<file path="src/rtl/mc_ctrl.sv">
// Multi-cycle MIPS control FSM: sequences FETCH/DECODE/EXEC/MEM/WB and decodes
// ALU selects, immediate-extender mode and write enables from the current state.
module mc_ctrl (
    input  logic       clk,
    input  logic       reset,
    input  logic [5:0] op,
    input  logic [5:0] funct,
    input  logic [1:0] jump,
    input  logic       mem_ready,
    output logic [1:0] ALUSrcA,
    output logic [2:0] ALUSrcB,
    output logic [3:0] cal_op,
    output logic [1:0] ext_op,
    output logic       pc_wr,
    output logic [1:0] pc_src,
    output logic       ir_wr,
    output logic       mem_rd,
    output logic       mem_wr,
    output logic       reg_wr,
    output logic       reg_dst,
    output logic       mem_to_reg,
    output logic       instr_done,
    output logic       illegal,
    output logic [2:0] state
);

    localparam logic [2:0] S_FETCH  = 3'd0;
    localparam logic [2:0] S_DECODE = 3'd1;
    localparam logic [2:0] S_EXEC   = 3'd2;
    localparam logic [2:0] S_MEM    = 3'd3;
    localparam logic [2:0] S_WB     = 3'd4;

    localparam logic [5:0] OP_RTYPE = 6'b000000;
    localparam logic [5:0] OP_J     = 6'b000010;
    localparam logic [5:0] OP_BEQ   = 6'b000100;
    localparam logic [5:0] OP_ORI   = 6'b001101;
    localparam logic [5:0] OP_LUI   = 6'b001111;
    localparam logic [5:0] OP_LW    = 6'b100011;
    localparam logic [5:0] OP_SW    = 6'b101011;
    localparam logic [5:0] FN_ADDU  = 6'b100001;
    localparam logic [5:0] FN_SUBU  = 6'b100011;

    logic [2:0] state_q, state_d;
    logic       is_rtype_alu;
    logic       is_supported;

    assign is_rtype_alu = (op == OP_RTYPE) && ((funct == FN_ADDU) || (funct == FN_SUBU));
    assign is_supported = is_rtype_alu || (op == OP_ORI) || (op == OP_LUI) ||
                          (op == OP_LW) || (op == OP_SW) || (op == OP_BEQ);
    assign state        = state_q;

    // NOTE: sequential state uses non-blocking assignments so every flop samples pre-edge values.
    always_ff @(posedge clk) begin
        if (reset) state_q <= S_FETCH;
        else       state_q <= state_d;
    end

    always_comb begin
        // NOTE: every output gets a default first; a missed branch would otherwise infer a latch.
        state_d    = state_q;
        ALUSrcA    = 2'b00;
        ALUSrcB    = 3'b000;
        cal_op     = 4'b0000;
        ext_op     = 2'b00;
        pc_wr      = 1'b0;
        pc_src     = 2'b00;
        ir_wr      = 1'b0;
        mem_rd     = 1'b0;
        mem_wr     = 1'b0;
        reg_wr     = 1'b0;
        reg_dst    = 1'b0;
        mem_to_reg = 1'b0;
        instr_done = 1'b0;
        illegal    = 1'b0;

        case (state_q)
            S_FETCH: begin
                mem_rd  = 1'b1;
                ALUSrcA = 2'b01;
                ALUSrcB = 3'b010;
                if (mem_ready) begin
                    ir_wr   = 1'b1;
                    pc_wr   = 1'b1;
                    state_d = S_DECODE;
                end
            end
            S_DECODE: begin
                // ALU precomputes the branch target into ALUOut while the opcode is decoded.
                ALUSrcA = 2'b01;
                ALUSrcB = 3'b001;
                ext_op  = 2'b10;
                if (op == OP_J) begin
                    pc_wr      = 1'b1;
                    pc_src     = 2'b10;
                    instr_done = 1'b1;
                    state_d    = S_FETCH;
                end else if (op == OP_RTYPE && funct == 6'd0) begin
                    instr_done = 1'b1;
                    state_d    = S_FETCH;
                end else if (is_supported) begin
                    state_d = S_EXEC;
                end else begin
                    illegal    = 1'b1;
                    instr_done = 1'b1;
                    state_d    = S_FETCH;
                end
            end
            S_EXEC: begin
                case (op)
                    OP_RTYPE: begin
                        cal_op  = (funct == FN_SUBU) ? 4'b0001 : 4'b0000;
                        state_d = S_WB;
                    end
                    OP_ORI: begin
                        cal_op  = 4'b0010;
                        ALUSrcB = 3'b001;
                        state_d = S_WB;
                    end
                    OP_LUI: begin
                        cal_op  = 4'b1111;
                        ALUSrcB = 3'b001;
                        ext_op  = 2'b11;
                        state_d = S_WB;
                    end
                    OP_LW, OP_SW: begin
                        ALUSrcB = 3'b001;
                        ext_op  = 2'b01;
                        state_d = S_MEM;
                    end
                    OP_BEQ: begin
                        cal_op     = 4'b0011;
                        pc_wr      = jump[0];
                        pc_src     = 2'b01;
                        instr_done = 1'b1;
                        state_d    = S_FETCH;
                    end
                    default: state_d = S_FETCH;
                endcase
            end
            S_MEM: begin
                if (op == OP_LW) begin
                    mem_rd = 1'b1;
                    if (mem_ready) state_d = S_WB;
                end else if (op == OP_SW) begin
                    mem_wr = 1'b1;
                    if (mem_ready) begin
                        instr_done = 1'b1;
                        state_d    = S_FETCH;
                    end
                end else begin
                    state_d = S_FETCH;
                end
            end
            S_WB: begin
                reg_wr     = 1'b1;
                reg_dst    = (op == OP_RTYPE);
                mem_to_reg = (op == OP_LW);
                instr_done = 1'b1;
                state_d    = S_FETCH;
            end
            default: state_d = S_FETCH;
        endcase

        // Reset aborts the instruction: no enables, pulses or selects leave the block.
        if (reset) begin
            ALUSrcA    = 2'b00;
            ALUSrcB    = 3'b000;
            cal_op     = 4'b0000;
            ext_op     = 2'b00;
            pc_wr      = 1'b0;
            pc_src     = 2'b00;
            ir_wr      = 1'b0;
            mem_rd     = 1'b0;
            mem_wr     = 1'b0;
            reg_wr     = 1'b0;
            reg_dst    = 1'b0;
            mem_to_reg = 1'b0;
            instr_done = 1'b0;
            illegal    = 1'b0;
        end
    end

endmodule

</file>
<file path="config.mk">
export PLATFORM = sky130hd
export DESIGN_NAME = mc_ctrl
export DESIGN_NICKNAME = d
export VERILOG_FILES = /design/src/rtl/mc_ctrl.sv
export SDC_FILE = /design/constraint.sdc
export NUM_CORES = 1
export LEC_CHECK = 0
export CORE_MARGIN = 2
export CORE_UTILIZATION = 28
export DETAILED_ROUTE_END_ITERATION = 8
export PLACE_DENSITY = 0.76
export SKIP_CTS_REPAIR_TIMING = 1
export SYNTH_ARGS = -nofsm -noshare
export SYNTH_HDL_FRONTEND = slang
export SYNTH_SLANG_ARGS = --single-unit
export TNS_END_PERCENT = 30
</file>
<file path="constraint.sdc">
create_clock -name clk -period 3 [get_ports clk]
set_input_delay 0.45 -clock clk [delete_from_list [all_inputs] [get_ports clk]]
set_output_delay 0.45 -clock clk [all_outputs]
set_load 0.01 [all_outputs]
</file>
==> results.json <==
{
  "hold_depth": 1,
  "routed-via-count": 822,
  "die-area_mm2": 0.00233,
  "drv_cap": 0,
  "postPlaceCellArea_um2": 996,
  "antenna_found_initial": 0,
  "final_util": 0.547,
  "clk_pin_slew_worst_paths_ps": 50,
  "grt_max_degree": 16,
  "critical_path_class": "in2out",
  "layout_commonest_cell": "clkdlybuf4s50_1",
  "drt-pass1-iter-count": 5,
  "p_leak_nw": 0.394,
  "fin_area_mm2": 0.00104,
  "endpoint_kind": "output port",
  "fin_tns_setup_ps": 0,
  "viasPerCell": 5.11,
  "io_buffers": 38,
  "drv_slew": 0,
  "synth_cell_types": 34,
  "clock_sinks": 3,
  "overflow": 0,
  "ctsLongestPathBuffers": 2,
  "syn_area_um2": 548,
  "post-route-period-util": 0.970,
  "grt_pass1_wl_um": 2750,
  "yosysWarnings": 0,
  "cp_max_fo": 4,
  "detail_route.wl_per_cell_um": 12.4,
  "hold_viol": 0,
  "critPathRequiredTime_ps": 2550,
  "cts_tree": "built",
  "final_cell_mix": "37 x clkdlybuf4s50_1, 13 x nor2_1, 10 x nand2_1, 10 x buf_4, 7 x nor3_1",
  "drt-total-wl_um": 1990,
  "status": "finished, final reports clean",
  "area_delta_synth_final_pct": 89.7,
  "syn_area_per_cell_um2": 6.23,
  "fin_nets": 152,
  "p_per_area_mw_per_mm2": 196,
  "skew_ps": 13.2,
  "ir_drop_mv": 0.325,
  "dp_hpwl_um": 1600,
  "clk-insertion-delay-late_ps": 250,
  "track_usage": 0.167,
  "min_period_ps": 2910,
  "r2r_cells": 4,
  "synth_cells": 88,
  "postRouteAntennaNets": 0,
  "die_height_um": 48.2,
  "diodes": 0,
  "grt_pass1_vias": 651,
  "rsz0062_at_grt": "no",
  "setup_viol": 0,
  "routabilityCongestion": 0.825,
  "io_pins": 42,
  "min-delay-path-class": "reg2reg",
  "cts_made_buffers": 3,
  "drc": 0,
  "start_util": 0.288,
  "cts_max_level": 1,
  "critPathLaunchType": "primary input",
  "row_count": 16,
  "coreArea_mm2": 0.00190,
  "largest_register_ffs": 3,
  "drive_above_1_share": 0.134,
  "cts-root-buf": "clkbuf_4",
  "power_mw": 0.203,
  "ys_seq_area_frac": 0.110,
  "drtIter0Drc": 32,
  "ys_seq_elements": 3,
  "critPathArrivalTime_ps": 2460,
  "die_w_um": 48.2,
  "max_freq_mhz": 344
}
-- where the power goes --
| part | switching, mW | internal [mW] | leakage [nW] |
|---|---|---|---|
| clock | 0.0270 | 0.0502 | 0.0150 |
| combinational | 0.0369 | 0.0457 | 0.355 |
| sequential | 0.00262 | 0.0410 | 0.0244 |
-- final timing paths --
check,startpoint,to,slack [ps]
setup / recovery,op[0],illegal,90
hold / removal,state[1],state[2],670
setup reg to reg,state[0],state[1],1810
hold reg to reg,state[1],state[2],670
-- kinds of logic after synthesis --
kind of cell	Yosys count	synth area share
DFF	3	0.110
other	1	0.00684
buffers and inverters	10	0.103
AOI/OAI and AO/OA	18	0.224
and+or+nand+nor	56	0.557
-- critical path: stages --
cell	delay, ps
clkdlybuf4s50_1	490
or4b_1	530
o211a_1	230
o21ai_2	160
a2111oi_0	90
clkdlybuf4s50_1	500
-- through the flow --
| stage | worst slack (ps) | std cells | hold slack (ps) |
|---|---|---|---|
| floorplan | 916 | 89 | 618 |
| global placement | 41.4 | 157 | 659 |
| detailed placement | -1.45 | 157 | 646 |
| CTS | -0.988 | 161 | 664 |
| global route | 3.38 | 161 | 715 |
| finish | 91.1 | 161 | 674 |
-- cell usage after synthesis, drive strengths merged --
master | number | area share
nor2 | 13 | 0.089
nand3b | 2 | 0.027
or4b | 1 | 0.018
inv | 3 | 0.021
and3 | 3 | 0.034
and4b | 1 | 0.018
a31oi | 2 | 0.023
nor3 | 7 | 0.064
nand3 | 3 | 0.027
nor4 | 2 | 0.034
o211a | 2 | 0.037
o21ai | 4 | 0.043
conb | 1 | 0.0068
nand4 | 2 | 0.023
buf | 4 | 0.062
a22oi | 1 | 0.014
nor2b | 3 | 0.034
nand2b | 2 | 0.023
or2 | 2 | 0.023
a32oi | 1 | 0.016
or3 | 1 | 0.011
clkbuf | 3 | 0.021
a2111oi | 2 | 0.032
nand4b | 2 | 0.032
a21oi | 5 | 0.046
o21a | 1 | 0.014
dfxtp | 3 | 0.11
nor3b | 1 | 0.014
nor4b | 1 | 0.016
nand2 | 10 | 0.069
-- final cells by class --
cell class / instances / area [µm²]
flip-flops and latches: 3 / 60.1
multi-input cells: 76 / 450
repair buffers: 48 / 458
inverters: 3 / 11.3
well taps: 27 / 33.8
fillers: 172 / 862
clock buffers: 4 / 26.3
-- layer usage --
layer / share of wire / vias to the layer above / global-route usage
li1: - / 410 / -
met1: 0.43 / 367 / 0.216
met2: 0.49 / 41 / 0.276
met3: 0.072 / 4 / 0.0370
met4: 0.013 / 0 / 0.0486
met5: 0 / - / 0
Note: power is estimated with default switching activity, not from simulation.
